### src/rtl/obi_bus_arbiter.sv
// OBI N-master to M-slave arbiter with a single outstanding transaction.
// Fixed-priority or round-robin arbitration, address-decoded slave select.
module obi_bus_arbiter #(
  parameter int NUM_MASTERS = 2,
  parameter int NUM_SLAVES  = 3,
  parameter int ADDR_WIDTH  = 32,
  parameter int DATA_WIDTH  = 32,
  parameter int SEL_LSB     = 19,
  parameter int SEL_WIDTH   = 4,
  parameter int ARB_MODE    = 1
) (
  input  logic                             clk_i,
  input  logic                             rst_ni,
  input  logic [NUM_MASTERS-1:0]           m_req_i,
  input  logic [NUM_MASTERS*ADDR_WIDTH-1:0] m_addr_i,
  input  logic [NUM_MASTERS-1:0]           m_we_i,
  input  logic [NUM_MASTERS*DATA_WIDTH/8-1:0] m_be_i,
  input  logic [NUM_MASTERS*DATA_WIDTH-1:0] m_wdata_i,
  output logic [NUM_MASTERS-1:0]           m_gnt_o,
  output logic [NUM_MASTERS-1:0]           m_rvalid_o,
  output logic [NUM_MASTERS-1:0]           m_err_o,
  output logic [NUM_MASTERS*DATA_WIDTH-1:0] m_rdata_o,
  output logic [NUM_SLAVES-1:0]            s_req_o,
  output logic [ADDR_WIDTH-1:0]            s_addr_o,
  output logic                             s_we_o,
  output logic [DATA_WIDTH/8-1:0]          s_be_o,
  output logic [DATA_WIDTH-1:0]            s_wdata_o,
  input  logic [NUM_SLAVES-1:0]            s_gnt_i,
  input  logic [NUM_SLAVES-1:0]            s_rvalid_i,
  input  logic [NUM_SLAVES*DATA_WIDTH-1:0] s_rdata_i,
  output logic                             busy_o
);

  localparam int MW = (NUM_MASTERS > 1) ? $clog2(NUM_MASTERS) : 1;
  localparam int SW = (NUM_SLAVES > 1) ? $clog2(NUM_SLAVES) : 1;
  localparam int BW = DATA_WIDTH / 8;

  typedef enum logic [1:0] {IDLE, ADDR, RESP} state_e;

  state_e                state_q;
  logic [MW-1:0]         rr_q;
  logic [MW-1:0]         mst_q;
  logic [SW-1:0]         sidx_q;
  logic                  err_q;
  logic                  cool_q;

  logic [MW-1:0]         idx;
  logic [MW-1:0]         win;
  logic                  found;
  logic [MW-1:0]         cur_m;
  logic [ADDR_WIDTH-1:0] cur_addr;
  logic                  cur_we;
  logic [BW-1:0]         cur_be;
  logic [DATA_WIDTH-1:0] cur_wdata;
  logic [SEL_WIDTH-1:0]  sel;
  logic [SW-1:0]         sidx;
  logic                  dec_err;
  logic [DATA_WIDTH-1:0] rsp_data;

  // Pick the winning master; round-robin scans upward from rr_q.
  always_comb begin
    idx   = '0;
    win   = '0;
    found = 1'b0;
    for (int i = 0; i < NUM_MASTERS; i++) begin
      if (ARB_MODE == 1) begin
        idx = MW'((int'(rr_q) + i) % NUM_MASTERS);
      end else begin
        idx = MW'(i);
      end
      if (!found && m_req_i[idx]) begin
        found = 1'b1;
        win   = idx;
      end
    end
  end

  // Mux the active master onto the shared bus and decode its slave.
  always_comb begin
    cur_m     = (state_q == IDLE) ? win : mst_q;
    cur_addr  = '0;
    cur_we    = 1'b0;
    cur_be    = '0;
    cur_wdata = '0;
    for (int i = 0; i < NUM_MASTERS; i++) begin
      if (MW'(i) == cur_m) begin
        cur_addr  = m_addr_i[i*ADDR_WIDTH +: ADDR_WIDTH];
        cur_we    = m_we_i[i];
        cur_be    = m_be_i[i*BW +: BW];
        cur_wdata = m_wdata_i[i*DATA_WIDTH +: DATA_WIDTH];
      end
    end
    sel     = cur_addr[SEL_LSB +: SEL_WIDTH];
    dec_err = 32'(sel) >= NUM_SLAVES;
    sidx    = SW'(sel);
    rsp_data = '0;
    for (int j = 0; j < NUM_SLAVES; j++) begin
      if (SW'(j) == sidx_q) begin
        rsp_data = s_rdata_i[j*DATA_WIDTH +: DATA_WIDTH];
      end
    end
  end

  // Handshake outputs; IDLE terms are gated so reset forces them low.
  always_comb begin
    s_addr_o   = cur_addr;
    s_we_o     = cur_we;
    s_be_o     = cur_be;
    s_wdata_o  = cur_wdata;
    s_req_o    = '0;
    m_gnt_o    = '0;
    m_rvalid_o = '0;
    m_err_o    = '0;
    m_rdata_o  = '0;
    busy_o     = (state_q != IDLE);
    unique case (state_q)
      IDLE: begin
        if (rst_ni && !cool_q && found) begin
          if (dec_err) begin
            m_gnt_o = NUM_MASTERS'(1) << win;
          end else begin
            s_req_o = NUM_SLAVES'(1) << sidx;
            if (s_gnt_i[sidx]) m_gnt_o = NUM_MASTERS'(1) << win;
          end
        end
      end
      ADDR: begin
        s_req_o = NUM_SLAVES'(1) << sidx_q;
        if (s_gnt_i[sidx_q]) m_gnt_o = NUM_MASTERS'(1) << mst_q;
      end
      RESP: begin
        if (err_q) begin
          m_rvalid_o = NUM_MASTERS'(1) << mst_q;
          m_err_o    = NUM_MASTERS'(1) << mst_q;
        end else if (s_rvalid_i[sidx_q]) begin
          m_rvalid_o = NUM_MASTERS'(1) << mst_q;
          for (int i = 0; i < NUM_MASTERS; i++) begin
            if (MW'(i) == mst_q) begin
              m_rdata_o[i*DATA_WIDTH +: DATA_WIDTH] = rsp_data;
            end
          end
        end
      end
      default: ;
    endcase
  end

  // Transaction FSM, lock registers and round-robin pointer.
  always_ff @(posedge clk_i or negedge rst_ni) begin
    if (!rst_ni) begin
      state_q <= IDLE;
      rr_q    <= '0;
      mst_q   <= '0;
      sidx_q  <= '0;
      err_q   <= 1'b0;
      cool_q  <= 1'b0;
    end else begin
      cool_q <= 1'b0;
      unique case (state_q)
        IDLE: begin
          if (!cool_q && found) begin
            mst_q  <= win;
            sidx_q <= sidx;
            err_q  <= dec_err;
            if (dec_err || s_gnt_i[sidx]) begin
              state_q <= RESP;
              rr_q    <= MW'((int'(win) + 1) % NUM_MASTERS);
            end else begin
              state_q <= ADDR;
            end
          end
        end
        ADDR: begin
          if (s_gnt_i[sidx_q]) begin
            state_q <= RESP;
            rr_q    <= MW'((int'(mst_q) + 1) % NUM_MASTERS);
          end
        end
        RESP: begin
          if (err_q || s_rvalid_i[sidx_q]) begin
            state_q <= IDLE;
            err_q   <= 1'b0;
            cool_q  <= 1'b1;
          end
        end
        default: state_q <= IDLE;
      endcase
    end
  end

endmodule

### config.mk
export PLATFORM = sky130hd
export DESIGN_NAME = obi_bus_arbiter
export DESIGN_NICKNAME = d
export VERILOG_FILES = /design/src/rtl/obi_bus_arbiter.sv
export SDC_FILE = /design/constraint.sdc
export NUM_CORES = 1
export LEC_CHECK = 0
export ABC_AREA = 0
export BUFFER_PORTS_ARGS = -buffer_cell sky130_fd_sc_hd__buf_2
export CAP_MARGIN = 40
export CELL_PAD_IN_SITES_DETAIL_PLACEMENT = 0
export CELL_PAD_IN_SITES_GLOBAL_PLACEMENT = 1
export CORE_AREA = 2 2 152 154
export DETAILED_ROUTE_END_ITERATION = 10
export DIE_AREA = 0 0 154 156
export PLACE_DENSITY_LB_ADDON = 0.3
export SLEW_MARGIN = 20
export SYNTH_ARGS = -nofsm -noshare
export SYNTH_HDL_FRONTEND = slang
export SYNTH_SLANG_ARGS = --single-unit
### constraint.sdc
create_clock -name clk_i -period 3.6 [get_ports clk_i]
set_input_delay 0.9 -clock clk_i [delete_from_list [all_inputs] [get_ports clk_i]]
set_output_delay 0.9 -clock clk_i [all_outputs]
set_load 0.03 [all_outputs]
# Word-level counts from Yosys, hierarchy flattened
# Index checks and enable logic that the tools add are counted.
# Widths: inputs -> output; s select.
[totals]
reg_bits = 8
inputBits = 244
out_inout_bits = 143
elab_cells = 97
[op_classes]
addsub = 3
magnitude_cmp = 5
n_eq_ne = 8
shifts = 4
muxes = 54
reduce_logical = 17
[op_table]
columns = ["operator", "n"]
rows = [
  ["$mux 32", 7],
  ["$mux 64", 3],
  ["$mux 2", 13],
  ["$mux 1", 20],
  ["$bmux 1 s2", 3],
  ["$lt 2x3->1 const B", 2],
  ["$mux 3", 2],
  ["$pmux 2 s3", 1],
  ["$pmux 3 s2", 1],
  ["$reduce_and 3->1", 2],
  ["$reduce_bool 2->1", 3],
  ["$shl 1x2->3 const A", 2],
  ["$ge 4x2->1 const B", 1],
  ["$logic_and 1x1->1", 4],
  ["$logic_not 2->1", 2],
  ["$lt 1x2->1 const B", 2],
  ["$mux 4", 1],
  ["$ne 2x1->1 const B", 2],
  ["$ne 2x2->1 const B", 2],
  ["$pmux 1 s2", 2],
  ["$pmux 2 s2", 1],
  ["$reduce_and 4->1", 1],
  ["$shl 1x1->2 const A", 2],
  ["$add 1x1->1 const B", 3],
  ["7 further kinds", 9],
]

# Depth between registers and ports, before layout
[logic_depth]
depth_word = 14
mapped_depth = 8

# Least setup slack after synthesis
# OpenSTA, ideal clock, no wires.
[synth_path]
kind = "in2out"
from = "input m_req_i[0]"
to = "output s_req_o[1]"
arrival_time_ns = 2.956
t_required_ns = 2.700
path_slack_ns = -0.256
cell_stages = 6
path_cell_list = "nand2b_2 -> a31oi_4 -> mux2i_2 -> inv_1 -> or3_1 -> o21ai_0"
[synth_via]
elab_chain_cells = 12
word_cells_on_any_way = 18
[synth_rtl]
columns = ["element", "line_no", "text"]
rows = [
  ["start, declared", "14", "input logic [NUM_MASTERS-1:0] m_req_i,"],
  ["$mux 1 (implied by the code) (2 in series)", "71", "if (!found && m_req_i[idx]) begin"],
  ["$mux 1", "71", ""],
  ["$logic_not 1->1", "71", ""],
  ["$logic_and 1x1->1", "71", ""],
  ["$mux 1 *", "71", ""],
  ["$mux 1 *", "80", "cur_m = (state_q == IDLE) ? win : mst_q;"],
  ["$mux 32 *", "86", "if (MW'(i) == cur_m) begin"],
  ["named net s_addr_o[20]", "24", "output logic [ADDR_WIDTH-1:0] s_addr_o,"],
  ["$ge 4x2->1 or $shl 1x2->3 (tied branches)", "94, 122", ""],
  ["$mux 3 *", "119", "if (dec_err) begin"],
  ["$mux 3 *", "118", "if (rst_ni && !cool_q && found) begin"],
  ["$pmux 3 s2 *", "116", "unique case (state_q)"],
  ["end, declared", "23", "output logic [NUM_SLAVES-1:0] s_req_o,"],
]
# Mark *: on every way through the listed nets, which the timed path passes. The rest lies on a longest branch. The select of a mux whose other input is x is not followed.

# Final worst setup path
[layout_path]
from = "input m_req_i[1]"
to = "output s_req_o[0]"
[layout_via]
elab_chain_cells = 12
word_cells_on_any_way = 18
[layout_rtl]
columns = ["element", "line_no"]
rows = [
  ["$mux 1 (implied by the code) (2 in series)", "71"],
  ["$mux 1", "71"],
  ["$logic_not 1->1", "71"],
  ["$logic_and 1x1->1", "71"],
  ["$mux 1", "71"],
  ["$mux 1", "80"],
  ["$mux 32", "86"],
  ["$ge 4x2->1 or $shl 1x2->3 (tied branches)", "94, 122"],
  ["$mux 3", "119"],
  ["$mux 3 *", "118"],
  ["$pmux 3 s2 *", "116"],
]
# Every way passes the cells marked *; elsewhere a longest branch is shown, timed or not. The select of a mux whose other input is x is not followed.

==> impl_metrics.py <==
metrics = {
    "run_status": {
        "run_status": "completed",
    },
    "power_and_ir_drop": {
        "p_leak_nw": 2.775,
        "p_total_mw": 3.724,
        "peakVddDrop_mv": 0.3542,
        "power_density_nw_per_um2": 760.2,
    },
    "min_path": {
        "hp-start": "rr_q",
        "hold_path.class": "reg -> reg",
        "whs_path_depth": 1,
        "holdPathEnd": "rr_q",
    },
    "job": {
        "max_cap_violations": 0,
    },
    "setup_path": {
        "slowest_delay_ps": 380,
        "crit_slowest_cell": "or3_1",
        "worst-setup-path-type": "in -> out",
        "cp_top_family": "buffers and inverters",
        "cp-end-kind": "primary output",
        "cp.arrival_ps": 2600,
        "cp.required_ps": 2700,
        "r2r_cells": 7,
        "start_kind": "input pin",
        "timing.rr.start": "sidx_q[1]",
        "reg2reg_slack_ps": 1300,
        "crit_fanout": 6,
        "r2r_end": "rr_q",
        "path_buf_inv": 4,
        "worstPathCellList": "buf_2 > a31oi_4 > mux2i_2 > inv_1 > or3_1 > o32ai_1 > buf_4 > buf_2",
        "cp_common_cell": "buf_2",
    },
    "timing": {
        "fmax_mhz": 285.5,
        "hold_slack_ps": 510.1,
        "worst_slew_pin_slew_ps": 462.4,
        "clock_skew_ps": 2.252,
        "finalSetupTns_ps": 0,
        "hold_viol": 0,
        "min_period_ps": 3503,
        "setup_viol": 0,
        "fin_crit_sh_pct": 97.29,
        "max-slew-margin-rel_pct": 69.17,
        "grt_setup_unrepaired": "no",
        "slew_viol_final": 0,
    },
    "global_routing": {
        "grt_max_degree": 68,
        "grt_pass1_vias": 3932,
        "antenna_found_initial": 2,
        "grt_pass1_wl_um": 23250,
        "overflow": 0,
        "grt_usage_pct": 12.43,
    },
    "floorplan": {
        "coreArea_um2": 22370,
        "io-pin-count": 387,
        "num_rows": 55,
        "die_y_um": 156,
        "die_w_um": 154,
        "die_area_um2": 24020,
        "initial_utilization_pct": 11.06,
    },
    "clock_network": {
        "cts_tree": "built",
        "clock-sinks": 8,
        "numCtsBuffers": 3,
        "cts-root-to-sink-buffers": 2,
        "cts_max_level": 1,
        "clockRootBuffer": "clkbuf_16",
        "cts_resized": 0,
        "insertion_delay_ps": 230,
        "clk_pin_slew_worst_paths_ps": 40,
        "cts_setup_buffers": 0,
    },
    "yosys": {
        "ys_seq_area_share_pct": 8.093,
        "ys_top_cells_by_area": "mux2_2 (31%), nor2_1 (16%), mux2i_1 (15%)",
        "ys_warn_count": 0,
        "synth_cell_types": 46,
        "async_flop_share_pct": 100.0,
        "synth_edf_count": 0,
        "ys.flop_type": "dfrtp_1",
        "yosys.area.top_type_share_pct": 31.41,
        "yosys-top-cells-count": "nor2_1 (104), mux2_2 (69), mux2i_1 (37)",
        "syn_nets": 581,
        "synth_area_um2": 2474,
        "netlist_instances": 337,
        "yosys_register_bits": 8,
        "synth_most_common_cell": "nor2_1",
        "yosys.area.top_type": "mux2_2",
        "syn_area_per_cell_um2": 7.340,
    },
    "place": {
        "io_buffers": 386,
        "post_dp_cell_area_um2": 4817,
        "hpwl_um": 13900,
        "gp_congestion": 0.7499,
    },
    "route": {
        "ant_nets": 0,
        "dr.pass1.iters": 4,
        "drc": 0,
        "post_drt_wl_per_cell_um": 16.28,
        "drt_iter0_drc": 207,
        "via_per_inst": 3.973,
        "vias": 3985,
        "wl_um": 16320,
    },
    "layout": {
        "multi_input_area_um2": 2141,
        "syn_to_final_growth_pct": 98.03,
        "fin_area_um2": 4898,
        "nets": 962,
        "seqCellArea_um2": 201.4,
        "drive_gt1_share_pct": 68.76,
        "nFillCells": 2594,
    },
}
kinds of logic (layout without fill, tap and decap cells):
logic type      count (synthesis)  in the layout  synth area share (%)
compound gates                 57             57                 16.34
mux                           108            108                 47.55
simple gates                  132            132                 22.56
buf+inv                        32            412                 5.462
flops                           8              8                 8.093
other cells                     0              1                     0
where the power goes:
part	switching [mW]	total (mW)	internal, mW
clock	0.0464	0.194	0.148
sequential	0.0447	0.178	0.133
combinational	2.11	3.35	1.24
cells in the final DEF (no fill, tap or decap), types with 3 or more instances in the layout:
master	Yosys	routed
a21oi_1	36	36
dfrtp_1	8	7
inv_1	4	4
nor2_1	104	104
clkbuf_16	0	3
mux2_2	69	69
mux2i_1	37	37
buf_4	1	14
nand2_1	8	8
buf_2	7	386
buf_12	0	3
stage by stage:
stage	instances	setup slack, ps	utilization, %
final	1003	97.42	21.90
after global routing	1003	1.416	21.90
after CTS	1002	40.30	21.89
after detailed placement	998	44.34	21.54
after global placement	998	85.41	21.54
after floorplan	337	-42.86	-
layout make-up:
class | count | share of cell area [%]
diodes | 1 | 0.05109
clock buffers | 4 | 1.609
inverters | 5 | 0.4342
multi-input cells | 297 | 43.70
flip-flops and latches | 8 | 4.112
well taps | 285 | 7.280
repair buffers | 403 | 42.81
how the worst max path moves through the flow:
stage / start / endpoint / slack (ps) / depth (start not counted)
after floorplan: m_req_i[0] / s_req_o[0] / -40 / 6
after global placement: m_req_i[0] / s_req_o[0] / 90 / 9
after detailed placement: m_req_i[0] / s_req_o[0] / 40 / 9
after CTS: m_req_i[0] / s_req_o[0] / 40 / 9
after global routing: m_req_i[1] / s_req_o[1] / 1 / 8
final: m_req_i[1] / s_req_o[0] / 100 / 8
metal layers:
layer | up-vias | wire length [µm] | track usage [%]
li1 | 1942 | - | -
met4 | 2 | 66 | 1.469
met3 | 7 | 1506 | 3.167
met1 | 1797 | 5869 | 13.04
met2 | 237 | 8864 | 25.30
met5 | - | 16 | 0
state kept, by name, summed over array words and instances (netlist names):
name	flops
sidx_q	2
state_q	2
cool_q	1
err_q	1
mst_q	1
rr_q	1
repair_timing:
item | CTS | global route
hold buffers | 0 | 0
endpoints found under the hold margin | 0 | 0
endpoints found under the setup margin | 0 | 2
No activity file was read; power rests on OpenSTA's default activity.
